==> src/rtl/decode_execute_register.sv <==
// ID/EX pipeline register with RAW hazard resolution: operand forwarding, load-use stall and bubble insertion.
// Build option DEC_EX_FWD_EN: when defined, EX/MEM results are forwarded; otherwise dependent instructions stall until the producer retires.
module decode_execute_register #(
    parameter int DATA_W = 32,
    parameter int ADR_W  = 5,
    parameter int CTRL_W = 8,
    parameter int CNT_W  = 16
) (
    input  logic              Clock,
    input  logic              Reset_n,
    input  logic              Flush,
    input  logic              Hold,
    input  logic              In_Valid,
    input  logic [ADR_W-1:0]  Rs_Adr,
    input  logic [ADR_W-1:0]  Rt_Adr,
    input  logic              Rs_Used,
    input  logic              Rt_Used,
    input  logic [DATA_W-1:0] Rs_Data,
    input  logic [DATA_W-1:0] Rt_Data,
    input  logic [DATA_W-1:0] Imm_In,
    input  logic [ADR_W-1:0]  Dest_Adr_In,
    input  logic              Dest_WEn_In,
    input  logic              Is_Load_In,
    input  logic [CTRL_W-1:0] Ctrl_In,
    input  logic [DATA_W-1:0] Ex_Result,
    input  logic [ADR_W-1:0]  Mem_Dest_Adr,
    input  logic              Mem_WEn,
    input  logic [DATA_W-1:0] Mem_Result,
    output logic              Ex_Valid,
    output logic [DATA_W-1:0] Ex_Op_A,
    output logic [DATA_W-1:0] Ex_Op_B,
    output logic [DATA_W-1:0] Ex_Imm,
    output logic [ADR_W-1:0]  Ex_Dest_Adr,
    output logic              Ex_Dest_WEn,
    output logic              Ex_Is_Load,
    output logic [CTRL_W-1:0] Ex_Ctrl,
    output logic              Stall_Out,
    output logic [CNT_W-1:0]  Stall_Count
);

    logic              ex_hit_rs, ex_hit_rt, mem_hit_rs, mem_hit_rt;
    logic              hazard;
    logic              stall_raw;
    logic [DATA_W-1:0] op_a, op_b;

    // Register r0 is hard-wired zero, so it never produces a dependency.
    assign ex_hit_rs  = Ex_Valid && Ex_Dest_WEn && (Ex_Dest_Adr == Rs_Adr) && (Rs_Adr != '0);
    assign ex_hit_rt  = Ex_Valid && Ex_Dest_WEn && (Ex_Dest_Adr == Rt_Adr) && (Rt_Adr != '0);
    assign mem_hit_rs = Mem_WEn && (Mem_Dest_Adr == Rs_Adr) && (Rs_Adr != '0);
    assign mem_hit_rt = Mem_WEn && (Mem_Dest_Adr == Rt_Adr) && (Rt_Adr != '0);

`ifdef DEC_EX_FWD_EN
    always_comb begin
        op_a = Rs_Data;
        op_b = Rt_Data;
        if (ex_hit_rs)
            op_a = Ex_Result;
        else if (mem_hit_rs)
            op_a = Mem_Result;
        if (ex_hit_rt)
            op_b = Ex_Result;
        else if (mem_hit_rt)
            op_b = Mem_Result;
    end

    // Only a load in EX cannot be forwarded in time; one bubble lets MEM forwarding take over.
    assign hazard = In_Valid && Ex_Is_Load &&
                    ((Rs_Used && ex_hit_rs) || (Rt_Used && ex_hit_rt));
`else
    logic unused_fwd;
    assign unused_fwd = ^{Ex_Result, Mem_Result};
    assign op_a = Rs_Data;
    assign op_b = Rt_Data;

    // Without forwarding, wait until the producer has left both EX and MEM.
    assign hazard = In_Valid &&
                    ((Rs_Used && (ex_hit_rs || mem_hit_rs)) ||
                     (Rt_Used && (ex_hit_rt || mem_hit_rt)));
`endif

    always_comb begin
        stall_raw = 1'b0;
        if (Flush)
            stall_raw = 1'b0;
        else if (Hold)
            stall_raw = 1'b1;
        else
            stall_raw = hazard;
    end

    assign Stall_Out = Reset_n && stall_raw;

    always_ff @(posedge Clock or negedge Reset_n) begin
        if (!Reset_n) begin
            Ex_Valid    <= 1'b0;
            Ex_Op_A     <= '0;
            Ex_Op_B     <= '0;
            Ex_Imm      <= '0;
            Ex_Dest_Adr <= '0;
            Ex_Dest_WEn <= 1'b0;
            Ex_Is_Load  <= 1'b0;
            Ex_Ctrl     <= '0;
            Stall_Count <= '0;
        end else begin
            if (Stall_Out && (Stall_Count != '1))
                Stall_Count <= Stall_Count + 1'b1;
            if (Flush || (!Hold && hazard)) begin
                Ex_Valid    <= 1'b0;
                Ex_Op_A     <= '0;
                Ex_Op_B     <= '0;
                Ex_Imm      <= '0;
                Ex_Dest_Adr <= '0;
                Ex_Dest_WEn <= 1'b0;
                Ex_Is_Load  <= 1'b0;
                Ex_Ctrl     <= '0;
            end else if (!Hold) begin
                Ex_Valid    <= In_Valid;
                Ex_Op_A     <= op_a;
                Ex_Op_B     <= op_b;
                Ex_Imm      <= Imm_In;
                Ex_Dest_Adr <= Dest_Adr_In;
                Ex_Dest_WEn <= Dest_WEn_In && In_Valid;
                Ex_Is_Load  <= Is_Load_In;
                Ex_Ctrl     <= Ctrl_In;
            end
        end
    end

endmodule

==> config.mk <==
export PLATFORM = sky130hd
export DESIGN_NAME = decode_execute_register
export DESIGN_NICKNAME = d
export VERILOG_FILES = /design/src/rtl/decode_execute_register.sv
export SDC_FILE = /design/constraint.sdc
export NUM_CORES = 1
export LEC_CHECK = 0
export ABC_AREA = 1
export CORE_MARGIN = 2
export CORE_UTILIZATION = 33
export DETAILED_ROUTE_END_ITERATION = 6
export PLACE_DENSITY = 0.75
export SYNTH_ARGS = -nofsm -noshare
export SYNTH_HDL_FRONTEND = slang
export SYNTH_SLANG_ARGS = --single-unit
==> constraint.sdc <==
create_clock -name Clock -period 1.4 [get_ports Clock]
set_input_delay 0.21 -clock Clock [delete_from_list [all_inputs] [get_ports Clock]]
set_output_delay 0.21 -clock Clock [all_outputs]
set_load 0.005 [all_outputs]
==> results.cfg <==
[global_route]
grt_pass1_vias = 6424
overflow = 0
grt_max_degree = 129
antenna_found_initial = 0
track_usage_pct = 21.5
grt_pass1_wl_microns = 33400

[power]
p_int_mw = 7.90
power_switching_mw = 2.74
p_comb_share_pct = 20.5
seq_power_share_pct = 38.2
power_frac_clock_pct = 41.3
p_per_area_nw_per_um2 = 982
irDropWorstVdd_mv = 0.812
swShare_pct = 25.7
p_leak_nw = 5.40

[worst_setup_path]
crit_cells = 13
critPathKind = reg -> out
max_stage_delay_ns = 0.42
cp_num_buf_inv = 3
cpMostUsedCell = nand2_1
setup.worst_path.end_class = output port
startpoint_type = flip-flop
crit_arrival_ns = 1.87
crit_slowest_cell = dfrtp_1
r2r_cells = 14
crit_path_max_fanout = 3
crit_family = simple AND/OR/NAND/NOR gates
crit_chain = buf_6 > nand2_1 > nand2_1 > nor2_2 > nand3_1 > nand2_1 > nand2_1 > nand2_2 > nand2_4 > nand2_4 > inv_2 > nor3_2 > buf_2
worstPathRequired_ns = 1.19

[clocking]
cts.clk_slew.worst_paths_ns = 0.05
clk_latency_ns = 0.41
cts_buffer_depth = 2
cts_max_level = 4
cts_buffers = 17
cts_root_buf = clkbuf_16
cts_tree = built
clock_sinks = 128

[floorplanning]
die_height_microns = 139
io_pins = 327
die_width_microns = 139
die-area_sq_um = 19400
rows = 49
core_area_sq_um = 18000
start_util_pct = 33.7

[layout]
area_growth_pct = 78.9
drive_gt1_share_pct = 24.8
layout_common_cells = nand2_1 (322), clkdlybuf4s50_1 (132), dfrtp_1 (128), dlygate4sd2_1 (108), o21ai_2 (85)
fin_cells = 1332
final_common_cell = nand2_1
final_nets = 1288

[routing]
drt_iter0_drc = 285
ant_nets = 0
wl_microns = 20700
num_vias = 6258
firstDrtPassIters = 5
drc = 0
via_per_inst = 4.70
post_drt_wl_per_cell_microns = 15.5

[timing]
finalCriticalPeriod_ns = 2.08
setup_tns_ns = -52.44
post-route-period-util_pct = 149
finClkSkew_ns = 0.00808
rsz0062_at_grt = yes
worst_pin_slew_ns = 0.807
hold_violations = 0
setup_slack_ns = -0.682
fmax_mhz = 480
relSlewSlack_pct = 46.2
slew_violations = 0
final-setup-viol-count = 129

[placement]
dp_hpwl_microns = 13700
gp_congestion = 0.893
numPortBuffers = 262
place_inst = 1261

[yosys]
syn_avg_cell_area_sq_um = 8.18
syn_nets = 939
ys_seq_elements = 128
synth_area_sq_um = 6050
postSynthCellCount = 740
synth_cell_types = 30
synth_seq_area_share_pct = 52.9
yosys_warnings = 0

[job]
max_cap_violations = 0

[outcome]
outcome = finished with violations
violations = setup timing

[min_path]
whs_path_depth = 6
hold_class = in -> reg
-- cell usage after synthesis --
cell / count / area, sq um
xnor2_1: 1 / 8.76
o22ai_1: 1 / 6.26
nor4_1: 1 / 6.26
nand2_4: 2 / 22.5
nor3b_2: 1 / 12.5
o21ai_0: 71 / 355
nand3_1: 21 / 105
nor2_1: 29 / 109
inv_2: 6 / 22.5
clkinv_1: 1 / 3.75
buf_8: 4 / 60.1
dfrtp_1: 128 / 3200
xor2_1: 2 / 17.5
ha_1: 1 / 12.5
nand4_2: 1 / 12.5
nand2_1: 328 / 1230
o21ai_1: 1 / 5.00
o22ai_2: 4 / 50.1
nand2_2: 1 / 6.26
inv_1: 38 / 143
buf_6: 3 / 33.8
o21ai_2: 35 / 307
nand4_1: 18 / 113
buf_2: 8 / 40.0
buf_4: 1 / 7.51
nor3_1: 8 / 40.0
nand3_2: 1 / 10.0
nor2_2: 2 / 12.5
buf_12: 1 / 20.0
clkbuf_1: 21 / 78.8
-- kinds of logic after synthesis --
family                   Yosys count  share of synthesized area (%)
flip-flops                       128                           52.9
XOR/XNOR                           3                          0.434
AO/OA/AOI/OAI                    112                           11.9
AND/OR/NAND/NOR                  413                           27.8
adder cells (fa/ha/maj)            1                          0.207
buffers and inverters             83                           6.76
-- worst reg2reg max path, delay by kind of cell (launching register included) --
kind	cells	cell delay, ns
flops	1	0.42
compound gates	1	0.07
simple gates	9	0.63
buf+inv	4	0.69
-- metrics by stage --
stage                     instance area (sq um)  total power [mW]  hold WS, ns  setup slack (ns)  utilization (%)
final                                     10800              10.6        0.343            -0.682             60.3
after global routing                      10800              11.1        0.345            -0.782             60.3
after CTS                                 10700              10.7        0.323            -0.678             59.6
after detailed placement                   9410              6.08        0.399             -1.05             52.4
after global placement                     9410              6.06        0.398             -1.05             52.4
after floorplan                            6100              4.76      -0.0856            -0.158                -
-- timing repair --
action                                  4_1_cts  5_1_grt
hold buffers                                  1        0
endpoints found under the hold margin       128        0
endpoints found under the setup margin      257      134
gates resized for setup                     257       86
buffers inserted                             31        7
pin swaps                                    13       13
cloned                                       11        1
-- final timing paths --
kind,to,startpoint,slack (ns)
setup / recovery,Stall_Out,Ex_Dest_Adr[1],-0.68
hold / removal,Stall_Count[14],Reset_n,0.34
setup reg to reg,Ex_Op_B[24],Ex_Dest_Adr[1],-0.52
hold reg to reg,Ex_Op_B[9],Ex_Op_B[9],0.47
max in group asynchronous,Ex_Op_B[5],Reset_n,0.28
min in group asynchronous,Ex_Op_A[23],Reset_n,0.42
-- layout make-up --
type,instances,area [sq um]
Antenna cell,1,2.50
Clock buffer,22,474
Clock inverter,10,110
Fill cell,1539,7130
Inverter,45,169
Multi-Input combinational cell,529,2770
Sequential cell,128,3200
Tap cell,229,287
Timing Repair Buffer,368,3820
-- per-layer routing --
metal | wire length [microns] | up-vias | share of wire [%] | GRT usage, %
li1 | - | 3072 | - | -
met4 | 530 | 0 | 2.6 | 8.03
met5 | 0 | - | 0 | 0
met3 | 1260 | 39 | 6.1 | 6.02
met1 | 8650 | 2938 | 42 | 26.6
met2 | 10200 | 209 | 50 | 36.0
-- power by group through the flow --
stage	combinational, mW	clock (mW)	sequential (mW)
detailed placement	1.94	0	4.14
floorplan	0.586	0	4.18
global route	2.39	4.62	4.09
CTS	2.16	4.47	4.06
finish	2.19	4.39	4.06
global placement	1.93	0	4.13
-- sequential cells by signal, summed over array words and instances (netlist names), 5 cells and up --
register     cells
Ex_Imm          32
Ex_Ctrl          8
Ex_Op_B         32
Stall_Count     16
Ex_Dest_Adr      5
Ex_Op_A         32
No activity file was read; power rests on OpenSTA's default activity.
==> variant 1: new RTL, config.mk and constraints unchanged <==
Put one more register stage on the output `Stall_Count`, with the module's reset. The value now appears one clock later. The other outputs are not delayed to match.
--- a/src/rtl/decode_execute_register.sv
+++ b/src/rtl/decode_execute_register.sv
@@ -38,4 +38,6 @@
     output logic [CNT_W-1:0]  Stall_Count
 );
+
+    logic [CNT_W-1:0] Stall_Count_s0;
 
     logic              ex_hit_rs, ex_hit_rt, mem_hit_rs, mem_hit_rt;
@@ -101,8 +103,8 @@
             Ex_Is_Load  <= 1'b0;
             Ex_Ctrl     <= '0;
-            Stall_Count <= '0;
+            Stall_Count_s0 <= '0;
         end else begin
-            if (Stall_Out && (Stall_Count != '1))
-                Stall_Count <= Stall_Count + 1'b1;
+            if (Stall_Out && (Stall_Count_s0 != '1))
+                Stall_Count_s0 <= Stall_Count_s0 + 1'b1;
             if (Flush || (!Hold && hazard)) begin
                 Ex_Valid    <= 1'b0;
@@ -127,4 +129,12 @@
     end
 
+    always_ff @(posedge Clock or negedge Reset_n) begin
+        if (!Reset_n) begin
+            Stall_Count <= '0;
+        end else begin
+            Stall_Count <= Stall_Count_s0;
+        end
+    end
+
 endmodule
 
Behaviour: not the same (a bounded check fails within 4 cycles, from zero or initial values and one cycle with Reset_n low).
==> variant 1 against the original RTL <==
The run still ends with setup timing left. Global-route usage fell by 1.7 points. Synthesized area rose by 7.4%. Cell area decreased by 1.2%. Total power rose by 4.1%. Combinational power fell by 12%. Routed wire length is 0.85% higher. Sequential cell count rose by 16. Register-to-register slack got worse by 30 ps. Worst setup slack gained 57 ps. Critical path type unchanged. Critical endpoint unchanged. Highest routed layer unchanged.
==> variant 1: results <==
run_status:
  violations: "setup timing"
  outcome: "finished with violations"
placement:
  placedCellCount: 1306
  gp_congestion: 0.815
  placed_area_mm2: 0.00977
sta:
  slew_headroom_pct: 44.3
  fin_worst_hold_slack_ps: 336
  fin_skew_ps: 12.1
  fin_ws_ps: -625
  setup_violations: 129
grt:
  grt_pass1_wl_um: 31800
  met1_usage_pct: 23.8
  met3_usage_pct: 6.06
  track_usage_pct: 19.8
critical_path:
  rrSetupSlack_ps: -550
route:
  routed-wl-met2_um: 10300
  drt_iter0_markers: 319
  vias: 6234
clock_tree:
  clkTransAtPathRegs_ps: 70
yosys:
  syn-num-nets: 956
  synth.area.top_cells: "dfrtp_1, nand2_1, o21ai_0"
  synth_compound_area_share_pct: 11.2
  synthXorXnorAreaFrac_pct: 0.404
  yosys.area_share.adder_pct: 0.192
layout:
  antenna_cells: 0
pwr:
  leakage_nw: 5.45
variant 1: changes by cell type after synthesis, sizes merged:
cell    delta
dfrtp     +16
buf        +4
clkbuf     -4
inv        +3
nor3       -3
nand2      +2
nor2       +1
nor3b      -1
nor4       -1
variant 1: stage by stage:
stage                     util [%]  setup slack [ps]
final                         55.2              -625
after global routing          55.2              -776
after CTS                     54.6              -672
after detailed placement      50.4             -1020
after global placement        50.4             -1000
after floorplan                  -              -145
variant 1: timing repair:
| item | CTS | global route |
|---|---|---|
| setup endpoints to repair | 257 | 130 |
| hold buffers | 1 | 0 |
| gates cloned | 8 | 2 |
| setup buffers | 14 | 6 |
| pin swaps | 6 | 7 |
| gates resized for setup | 165 | 58 |
| endpoints found under the hold margin | 113 | 0 |
variant 1: cell type report:
class | count | area, um2
fill | 1821 | 8700
clock buffer | 24 | 482
clock inverter | 8 | 105
sequential | 144 | 3600
multi-input combinational | 528 | 2550
inverter | 48 | 183
tap | 265 | 332
timing repair buffer | 349 | 3450
==> variant 2: new RTL, config.mk and constraints unchanged <==
Made on the original files. Build with the macro `DEC_EX_FWD_EN` defined.
--- a/src/rtl/decode_execute_register.sv
+++ b/src/rtl/decode_execute_register.sv
@@ -1,4 +1,6 @@
 // ID/EX pipeline register with RAW hazard resolution: operand forwarding, load-use stall and bubble insertion.
 // Build option DEC_EX_FWD_EN: when defined, EX/MEM results are forwarded; otherwise dependent instructions stall until the producer retires.
+`define DEC_EX_FWD_EN
+
 module decode_execute_register #(
     parameter int DATA_W = 32,
Function: changed (a bounded check fails within 4 cycles, from zero or initial values and one cycle with Reset_n low).
==> variant 2 against the original RTL <==
The flow still finishes with violations (setup timing). Count of clock-buffer cells in the layout decreased by 5. Synthesized area up 28%. Cell area is 27% higher. Sequential cell count unchanged. Cell count is 48% higher. Total power increased by 8.2%. Clock power is 4% higher. Die area is 28% higher. Worst setup slack gained 39 ps. Maximum frequency rose by 1.9%. First-iteration DRC count is 140% higher. Routed wire length is 63% higher. Largest power group unchanged. Highest routed layer is now met5.
==> variant 2: results <==
run_status:
  outcome: "finished with violations"
  violations: "setup timing"
layout:
  fillCellCount: 2103
  drive_above_1_share_pct: 16.9
  layout.nets: 1839
  multi_input_area_mm2: 0.00408
yosys:
  synthTopCellsByCount: "nand2_1, nor2_1, dfrtp_1"
  syn_area_per_cell_um2: 6.46
placement:
  placedCellCount: 1880
  dp.final_hpwl_um: 21700
  port_buffers: 326
  placed_area_mm2: 0.0122
  gp_congestion: 0.926
critical_path:
  path_max_fanout: 7
route:
  routed-wl-met3_um: 2980
  routed-wl-met2_um: 16400
  drt-total-wl_um: 33700
  via_per_inst: 4.90
  vias: 9671
grt:
  antenna_found_initial: 2
  grtUsageMet2_pct: 44.9
  grt_pass1_vias: 9615
  grt_pass1_wl_um: 50300
pwr:
  p_sw_mw: 3.51
sta:
  fin_ws_ps: -643
  setup_violations: 130
  fin_skew_ps: 14.0
clock_tree:
  clkTransAtPathRegs_ps: 70
## variant 2: changes by cell type after synthesis, sizes merged, moves of 2 or more
cell,before,now
inv,44,104
nand2,331,438
clkbuf,21,30
xnor2,1,8
nand4,19,17
buf,17,39
nor2,31,221
nand3,22,83
xor2,2,8
a21boi,0,2
## variant 2: power by group through the flow
| stage | clock, mW | sequential (mW) | combinational, mW |
|---|---|---|---|
| 6_report | 4.58 | 4.08 | 2.86 |
| 5_1_grt | 4.81 | 4.10 | 3.08 |
| 4_1_cts | 4.64 | 4.07 | 2.72 |
| 3_5_place_dp | 0 | 4.15 | 2.53 |
| 3_3_place_gp | 0 | 4.15 | 2.50 |
| 2_1_floorplan | 0 | 4.18 | 0.809 |
## variant 2: cell families (layout without fill, tap and decap cells)
kind of cell,Yosys count,after routing,share of synthesized area (%)
buffers and inverters,175,623,9.58
xor gates and xnor gates,16,16,1.80
and+or+nand+nor,768,769,39.6
other,0,2,0
adders and majority gates,1,1,0.161
AOI/OAI and AO/OA,116,116,7.61
DFF,128,128,41.2
## variant 2: path summary, 6_finish.rpt
kind / start / endpoint / cells after the start
max: Ex_Dest_Adr[2]$_DFFE_PN0P_ / Stall_Count[7]$_DFFE_PN0P_ / 16
min: Ctrl_In[1] / Ex_Ctrl[1]$_DFFE_PN0P_ / 3
min in group asynchronous: Reset_n / Ex_Op_B[17]$_DFFE_PN0P_ / 3
min reg2reg: Ex_Op_B[25]$_DFFE_PN0P_ / Ex_Op_B[25]$_DFFE_PN0P_ / 2
max reg2reg: Ex_Dest_Adr[2]$_DFFE_PN0P_ / Stall_Count[7]$_DFFE_PN0P_ / 16
max in group asynchronous: Reset_n / Ex_Dest_Adr[4]$_DFFE_PN0P_ / 3
## variant 2: cell type report
class	count	share of cell area [%]
Sequential cell	128	23.4
Timing Repair Buffer	485	36.5
Antenna cell	2	0.0365
Clock inverter	15	1.21
Clock buffer	17	3.10
Inverter	106	3.12
Tap cell	319	2.91
Multi-Input combinational cell	902	29.7
## variant 2: per-stage QoR
step	setup TNS, ps	hold WS, ps
finish	-65190	345
global route	-76540	328
CTS	-64240	330
detailed placement	-91370	411
global placement	-84580	403
floorplan	-11260	-85.6
## variant 2: worst max-delay path, cell delays in order (launching register included)
cell	delay [ps]
dfrtp_1	430
inv_2	90
nand2_1	50
nand2_1	50
nand2_1	60
nor2_2	150
nand3_2	90
nand2_2	100
nand2_4	70
nand2_4	70
buf_4	110
buf_6	120
buf_12	140
buf_8	140
nand3_2	80
nand2_1	110
nand2_1	70
## variant 2: timing repair
item,4_1_cts,5_1_grt
setup endpoints to repair,257,139
cloned,13,2
setup buffers,39,14
hold endpoints to repair,128,0
hold buffers,1,0
pin swaps,9,23
resized for setup,227,73
